===== config.mk =====
export PLATFORM = sky130hd
export DESIGN_NAME = pwm_tone_generator
export DESIGN_NICKNAME = d
export VERILOG_FILES = /design/src/rtl/pwm_tone_generator.sv
export SDC_FILE = /design/constraint.sdc
export NUM_CORES = 1
export LEC_CHECK = 0
export CORE_MARGIN = 2
export CORE_UTILIZATION = 55
export CTS_CLUSTER_SIZE = 28
export DETAILED_ROUTE_END_ITERATION = 10
export DONT_BUFFER_PORTS = 1
export PLACE_DENSITY_LB_ADDON = 0.12
export SLEW_MARGIN = 20
export SYNTH_ARGS = -nofsm -noshare
export SYNTH_HDL_FRONTEND = slang
export SYNTH_SLANG_ARGS = --single-unit

===== constraint.sdc =====
create_clock -name clk -period 3.2 [get_ports clk]
set_input_delay 0.64 -clock clk [delete_from_list [all_inputs] [get_ports clk]]
set_output_delay 0.64 -clock clk [all_outputs]
set_load 0.01 [all_outputs]

===== src/rtl/pwm_tone_generator.sv =====
// Purpose : note code -> half-period lookup, then a 50%-duty square wave on one pin (12 MHz clock).
// Latency : pwm_interval follows note one cycle later; a new interval restarts the counter on the next cycle.
// Backpres: none; free-running sink. Optional macro PWM_OCTAVE_EN adds the octave-up shift port.
module pwm_tone_generator #(
    parameter int NOTE_W     = 4,
    parameter int INTERVAL_W = 16
) (
    input  logic                  clk,
    input  logic                  rst_n,
    input  logic [NOTE_W-1:0]     note,
`ifdef PWM_OCTAVE_EN
    input  logic [1:0]            octave,
`endif
    output logic [INTERVAL_W-1:0] pwm_interval,
    output logic                  pwm_out,
    output logic                  toggle
);

    logic [INTERVAL_W-1:0] base_interval;
    logic [INTERVAL_W-1:0] interval_d, interval_q;
    logic [INTERVAL_W-1:0] interval_prev_q;
    logic [INTERVAL_W-1:0] cnt_d, cnt_q;
    logic                  out_d, out_q;
    logic                  tog_d, tog_q;

    // Note lookup: round(12e6 / (2*f)) with A4 (note 10) at 440 Hz; note 0 is a rest.
    always_comb begin
        base_interval = '0;
        case (note)
            4'd1:    base_interval = INTERVAL_W'(22933);
            4'd2:    base_interval = INTERVAL_W'(21646);
            4'd3:    base_interval = INTERVAL_W'(20431);
            4'd4:    base_interval = INTERVAL_W'(19285);
            4'd5:    base_interval = INTERVAL_W'(18202);
            4'd6:    base_interval = INTERVAL_W'(17181);
            4'd7:    base_interval = INTERVAL_W'(16216);
            4'd8:    base_interval = INTERVAL_W'(15306);
            4'd9:    base_interval = INTERVAL_W'(14447);
            4'd10:   base_interval = INTERVAL_W'(13636);
            4'd11:   base_interval = INTERVAL_W'(12871);
            4'd12:   base_interval = INTERVAL_W'(12149);
            4'd13:   base_interval = INTERVAL_W'(11467);
            4'd14:   base_interval = INTERVAL_W'(10823);
            4'd15:   base_interval = INTERVAL_W'(10216);
            default: base_interval = '0;
        endcase
    end

    // Octave-up halves the interval per step; without the option the table value passes through.
    always_comb begin
`ifdef PWM_OCTAVE_EN
        interval_d = base_interval >> octave;
`else
        interval_d = base_interval;
`endif
    end

    // Decoder register plus the generator's private copy of last cycle's interval.
    always_ff @(posedge clk or negedge rst_n) begin
        if (!rst_n) begin
            interval_q      <= '0;
            interval_prev_q <= '0;
        end else begin
            interval_q      <= interval_d;
            interval_prev_q <= interval_q;
        end
    end

    // Generator next state: silence on zero, restart on interval change, else count to I-1 and flip.
    always_comb begin
        cnt_d = cnt_q;
        out_d = out_q;
        tog_d = 1'b0;
        if (interval_q == '0) begin
            cnt_d = '0;
            out_d = 1'b0;
        end else if (interval_q != interval_prev_q) begin
            // A new pitch starts a fresh half-period but keeps the current level, so no glitch edge.
            cnt_d = '0;
        end else if (cnt_q == (interval_q - INTERVAL_W'(1))) begin
            cnt_d = '0;
            out_d = ~out_q;
            tog_d = 1'b1;
        end else begin
            cnt_d = cnt_q + INTERVAL_W'(1);
        end
    end

    // Generator state registers; pwm_out and toggle come straight from flops.
    always_ff @(posedge clk or negedge rst_n) begin
        if (!rst_n) begin
            cnt_q <= '0;
            out_q <= 1'b0;
            tog_q <= 1'b0;
        end else begin
            cnt_q <= cnt_d;
            out_q <= out_d;
            tog_q <= tog_d;
        end
    end

    assign pwm_interval = interval_q;
    assign pwm_out      = out_q;
    assign toggle       = tog_q;

endmodule


---- Word level (Yosys, flattened, before mapping) ----
Memory sizes are Yosys's and may differ from the RTL's. A register that Yosys moved wholly into a read port is not among the register bits.
Index checks and enable logic that the tools add are counted.
Widths: inputs -> output; s select.
storage, ports and cells
  RAM bits ................................ 0
  memories ................................ 1
  bits in registers ....................... 50
  bits in latches ......................... 0
  bits in read-only memories .............. 240
memory list
  memory           depth  width  read ports  clocked after memory_dff  write ports  line  RTL
  (no name shown)  16     15     1           1                         0            29    case (note)
operators by class
  mux-type cells .......................... 9
  reduce and logical (&&, ||, !) cells .... 4
  multiply operators ...................... 0
  shifts and indexed selects .............. 0
  order comparisons ....................... 0
  $add $sub $neg .......................... 2
  eq/ne operators ......................... 3
  divide/modulo/power cells ............... 0
  bitwise logic cells ..................... 1
operators by type and width
  operator               count
  $mux 16                3
  $add 16x1->16 const B  1
  $eq 16x16->1           1
  $logic_not 16->1       1
  $ne 16x16->1           1
  $sub 16x1->16 const B  1
  $mux 1                 6
  $ne 2x2->1 const B     1
  $reduce_and 2->1       1
  $reduce_bool 2->1      1
  $logic_not 1->1        1
  $not 1->1              1

---- Longest topological paths before layout ----
  word-level depth ........................ 5
  gate-level depth with buffers ........... 10

---- Worst setup path after synthesis ----
OpenSTA, ideal clock, no wires.
  path kind ............................... register to register
  start point ............................. register interval_q[3] (netlist: pwm_interval[3])
  end point ............................... register cnt_q[7]
  required time ........................... 3.120 ns
  period minus slack after synthesis ...... 2.709 ns
  library setup time ...................... 0.080 ns
  cell stages (with the launch flop) ...... 11
  setup slack ............................. 0.491 ns
  buffers on the path ..................... 3
  data arrival time ....................... 2.629 ns
  cells stage by stage .................... dfrtp_1 > buf_6 > or4_1 > buf_2 > or4b_4 > a311o_1 > o221ai_2 > nand4b_4 > nor3_4 > buf_12 > nor3_4
on the way
  word-level cells in the longest chain between the ends .. 5
ends and longest elaborated chain
  item                  line  RTL
  from (decl)           20    logic [INTERVAL_W-1:0] interval_d, interval_q;
  $sub 16x1->16         80    end else if (cnt_q == (interval_q - INTERVAL_W'(1))) begin
  $eq 16x16->1          80
  $mux 16               80
  $mux 16               77    end else if (interval_q != interval_prev_q) begin
  $mux 16 *             74    if (interval_q == '0) begin
  via cnt_d[7]          22    logic [INTERVAL_W-1:0] cnt_d, cnt_q;
  to (signal assigned)  96    cnt_q <= cnt_d;
  to (decl)             22
The timed path passes the listed nets; every way through them passes the cells marked *.
A chain may end at the register's enable or synchronous reset.

---- Worst setup path in the final report ----
  start point ............................. register interval_q[5] (netlist: pwm_interval[5])
  end point ............................... register cnt_q[1]
The elaborated chain is that of the path after synthesis.

==> impl_metrics.csv <==
group,metric,value,unit
worst_setup_path,reg2reg_from,"pwm_interval[5]$_DFF_PN0_",
routing,dr.pass1.iters,4,
placed_design,globalplace.congestion,0.828,
routing,wl_per_cell,15.4,µm
timing,setup_viol,0,
routing,drt-initial-drc-count,161,
synth,synth_flop_cell,"dfrtp_1",
synth,syn-num-nets,295,
final_layout,insertedDiodeCount,0,
worst_setup_path,startpoint_type,"register",
clock_network,cts_resized,0,
synth,synth_area,2810,µm²
floorplanning,num_rows,26,
worst_setup_path,worstRegToRegCells,8,
final_layout,drive_above_1_share,12.5,%
clock_network,cts_setup_buffers,0,
worst_setup_path,arrival,3020,ps
clock_network,hold_buffers,0,
clock_network,clockBufferDepth,2,
clock_network,clk_latency,290,ps
timing,fin_crit_sh,87.9,%
final_layout,multi_input_comb_area,1470,µm²
synth,synth_cell_types,47,
clock_network,cts_made_buffers,5,
worst_setup_path,critical_path_class,"register to register",
floorplanning,io_pins,24,
routing,drc_errors,0,
synth,synth_area_per_cell,10.1,µm²
placed_design,dp.cells,344,
synth,yosys-top-cells-count,"dfrtp_1 (48), xnor2_1 (27), xor2_1 (21), nor2_1 (19), a21oi_1 (16)",
placed_design,hpwl,3.99,mm
final_layout,stdcell_count,351,
timing,fmax,356,MHz
clock_network,cts_root_buf,"clkbuf_8",
synth,yosysMostFrequentCell,"dfrtp_1",
synth,ys_top_cells_by_area,"dfrtp_1 (43%), xnor2_1 (8.4%), xor2_1 (6.5%)",
clock_network,htree_levels,2,
synth,yosysTopAreaCell,"dfrtp_1",
min_path,holdCritPathClass,"input pin to asynchronous set/reset pin",
final_layout,fin_nets,297,
final_layout,n_fill_cell,449,
clock_network,path_clk_slew,80,ps
routing,ant_nets,0,
worst_setup_path,end_kind,"register",
floorplanning,initial_core_util,56.1,%
routing,via_per_inst,5.56,
power_and_ir_drop,fin_total_pwr,1180,µW
floorplanning,core,5010,µm²
timing,worst_clock_skew,6.50,ps
timing,finalMaxSlewViolations,0,
floorplanning,dieArea,5690,µm²
clock_network,cts_tree,"done",
timing,rsz0062_at_grt,"no",
placed_design,io_buffer_count,0,
synth,synth_edf_count,0,
clock_network,cts_num_sinks,48,
timing,tns,0,ps
power_and_ir_drop,vdd_drop_max,0.272,mV
worst_setup_path,required,3410,ps
worst_setup_path,cp_max_fo,16,
final_layout,area_growth,5.70,%
synth,ys_seq_area_share,42.8,%
global_route,grt_max_degree,49,
outcome,outcome,"completed",
floorplanning,chipWidth,75.5,µm
power_and_ir_drop,p_leak,0.00122,µW
worst_setup_path,reg2reg_to,"cnt_q[1]$_DFF_PN0_",
synth,synth_warnings,0,
global_route,gr-usage-all-layers,20.9,%
timing,period_needed,2810,ps
timing,finalHoldViolations,0,
synth,synthCells,279,
final_layout,seqCellArea,1200,µm²
routing,vias,1952,
synth,async_reset_ff_share,100,%
global_route,first_global_vias,1788,
routing,totalWireLength,5.40,mm
global_route,antenna_found_initial,0,
floorplanning,die_h,75.5,µm
global_route,grt_pass1_wl,8.76,mm
synth,yosys.area.top_type_share,42.8,%
global_route,overflow,0,
final_layout,design_area,2970,µm²
synth,synth_seq_cells,48,
power_and_ir_drop,powerDensity,397,nW/µm²
worst_setup_path,rrSetupSlack,390,ps
placed_design,dpl_cell_area,2890,µm²
job,cap_violations,0,
timing,whs,31.5,ps
## cells by family after synthesis
group	synth area share, %
and+or+nand+nor	22.7
xor gates and xnor gates	15.0
DFF	42.8
AOI/OAI and AO/OA	9.04
buffers and inverters	4.86
adders and majority gates	4.45
muxes	1.07
other	0.134
## report_power, final
| group | internal (µW) | switching, µW | leakage (µW) |
|---|---|---|---|
| registers | 639 | 37.8 | 0.000599 |
| clock network | 149 | 181 | 0.0000410 |
| logic | 83.0 | 90.0 | 0.000576 |
| total | 871 | 309 | 0.00122 |
## placed cells by master (no fill, tap or decap), types with 5 or more instances in the layout
| cell | n |
|---|---|
| a21oi_1 | 16 |
| and3_1 | 5 |
| buf_4 | 12 |
| clkbuf_8 | 5 |
| dfrtp_1 | 48 |
| ha_1 | 10 |
| inv_1 | 11 |
| nand2_1 | 9 |
| nand2b_1 | 8 |
| nand3_1 | 13 |
| nand4_1 | 5 |
| nor2_1 | 19 |
| nor3_1 | 11 |
| nor3_2 | 9 |
| nor4_1 | 5 |
| o21ai_0 | 6 |
| xnor2_1 | 27 |
| xor2_1 | 21 |
## worst max-delay path by stage
stage | startpoint | end | slack, ps | cells after the start
6_report | pwm_interval[5]$_DFF_PN0_ | cnt_q[1]$_DFF_PN0_ | 390 | 8
5_1_grt | pwm_interval[5]$_DFF_PN0_ | cnt_q[15]$_DFF_PN0_ | 240 | 6
4_1_cts | pwm_interval[5]$_DFF_PN0_ | cnt_q[1]$_DFF_PN0_ | 380 | 8
3_5_place_dp | pwm_interval[5]$_DFF_PN0_ | cnt_q[2]$_DFF_PN0_ | 410 | 8
3_3_place_gp | pwm_interval[5]$_DFF_PN0_ | cnt_q[1]$_DFF_PN0_ | 460 | 8
2_1_floorplan | pwm_interval[3]$_DFF_PN0_ | cnt_q[7]$_DFF_PN0_ | 490 | 10
## routing by layer
metal | up-vias | wire length, µm | GRT usage [%]
met1 | 930 | 2570 | 29.7
met4 | 0 | 109 | 7.41
met5 | - | 0 | 0
li1 | 970 | - | -
met2 | 43 | 2450 | 31.2
met3 | 9 | 270 | 5.16
## critical path, stage by stage, from the launching register on
cell and delay [ps]:
dfrtp_1 500, or4_1 610, or4b_4 570, a311o_1 300, o221ai_2 60, nand4b_4 180
nor3_4 50, buf_4 220, nor3b_1 220
## flip-flops by register name (all words and copies together), names as in the netlist
register,cells
cnt_q,16
toggle,1
interval_prev_q,15
pwm_out,1
pwm_interval,15
## layout make-up
class                      instances  share of cell area [%]
multi-input combinational        203                    49.6
sequential                        48                    40.5
timing repair buffer              12                    3.03
tap                               70                    2.95
clock buffer                       6                    2.44
inverter                          11                    1.39
clock inverter                     1                   0.169
## metrics by stage
step / utilization, % / worst slack (ps)
6_report: 59.3 / 388
5_1_grt: 59.3 / 244
4_1_cts: 59.3 / 383
3_5_place_dp: 57.7 / 415
3_3_place_gp: 57.7 / 456
2_1_floorplan: - / 491
(Power assumes the default switching activity.)
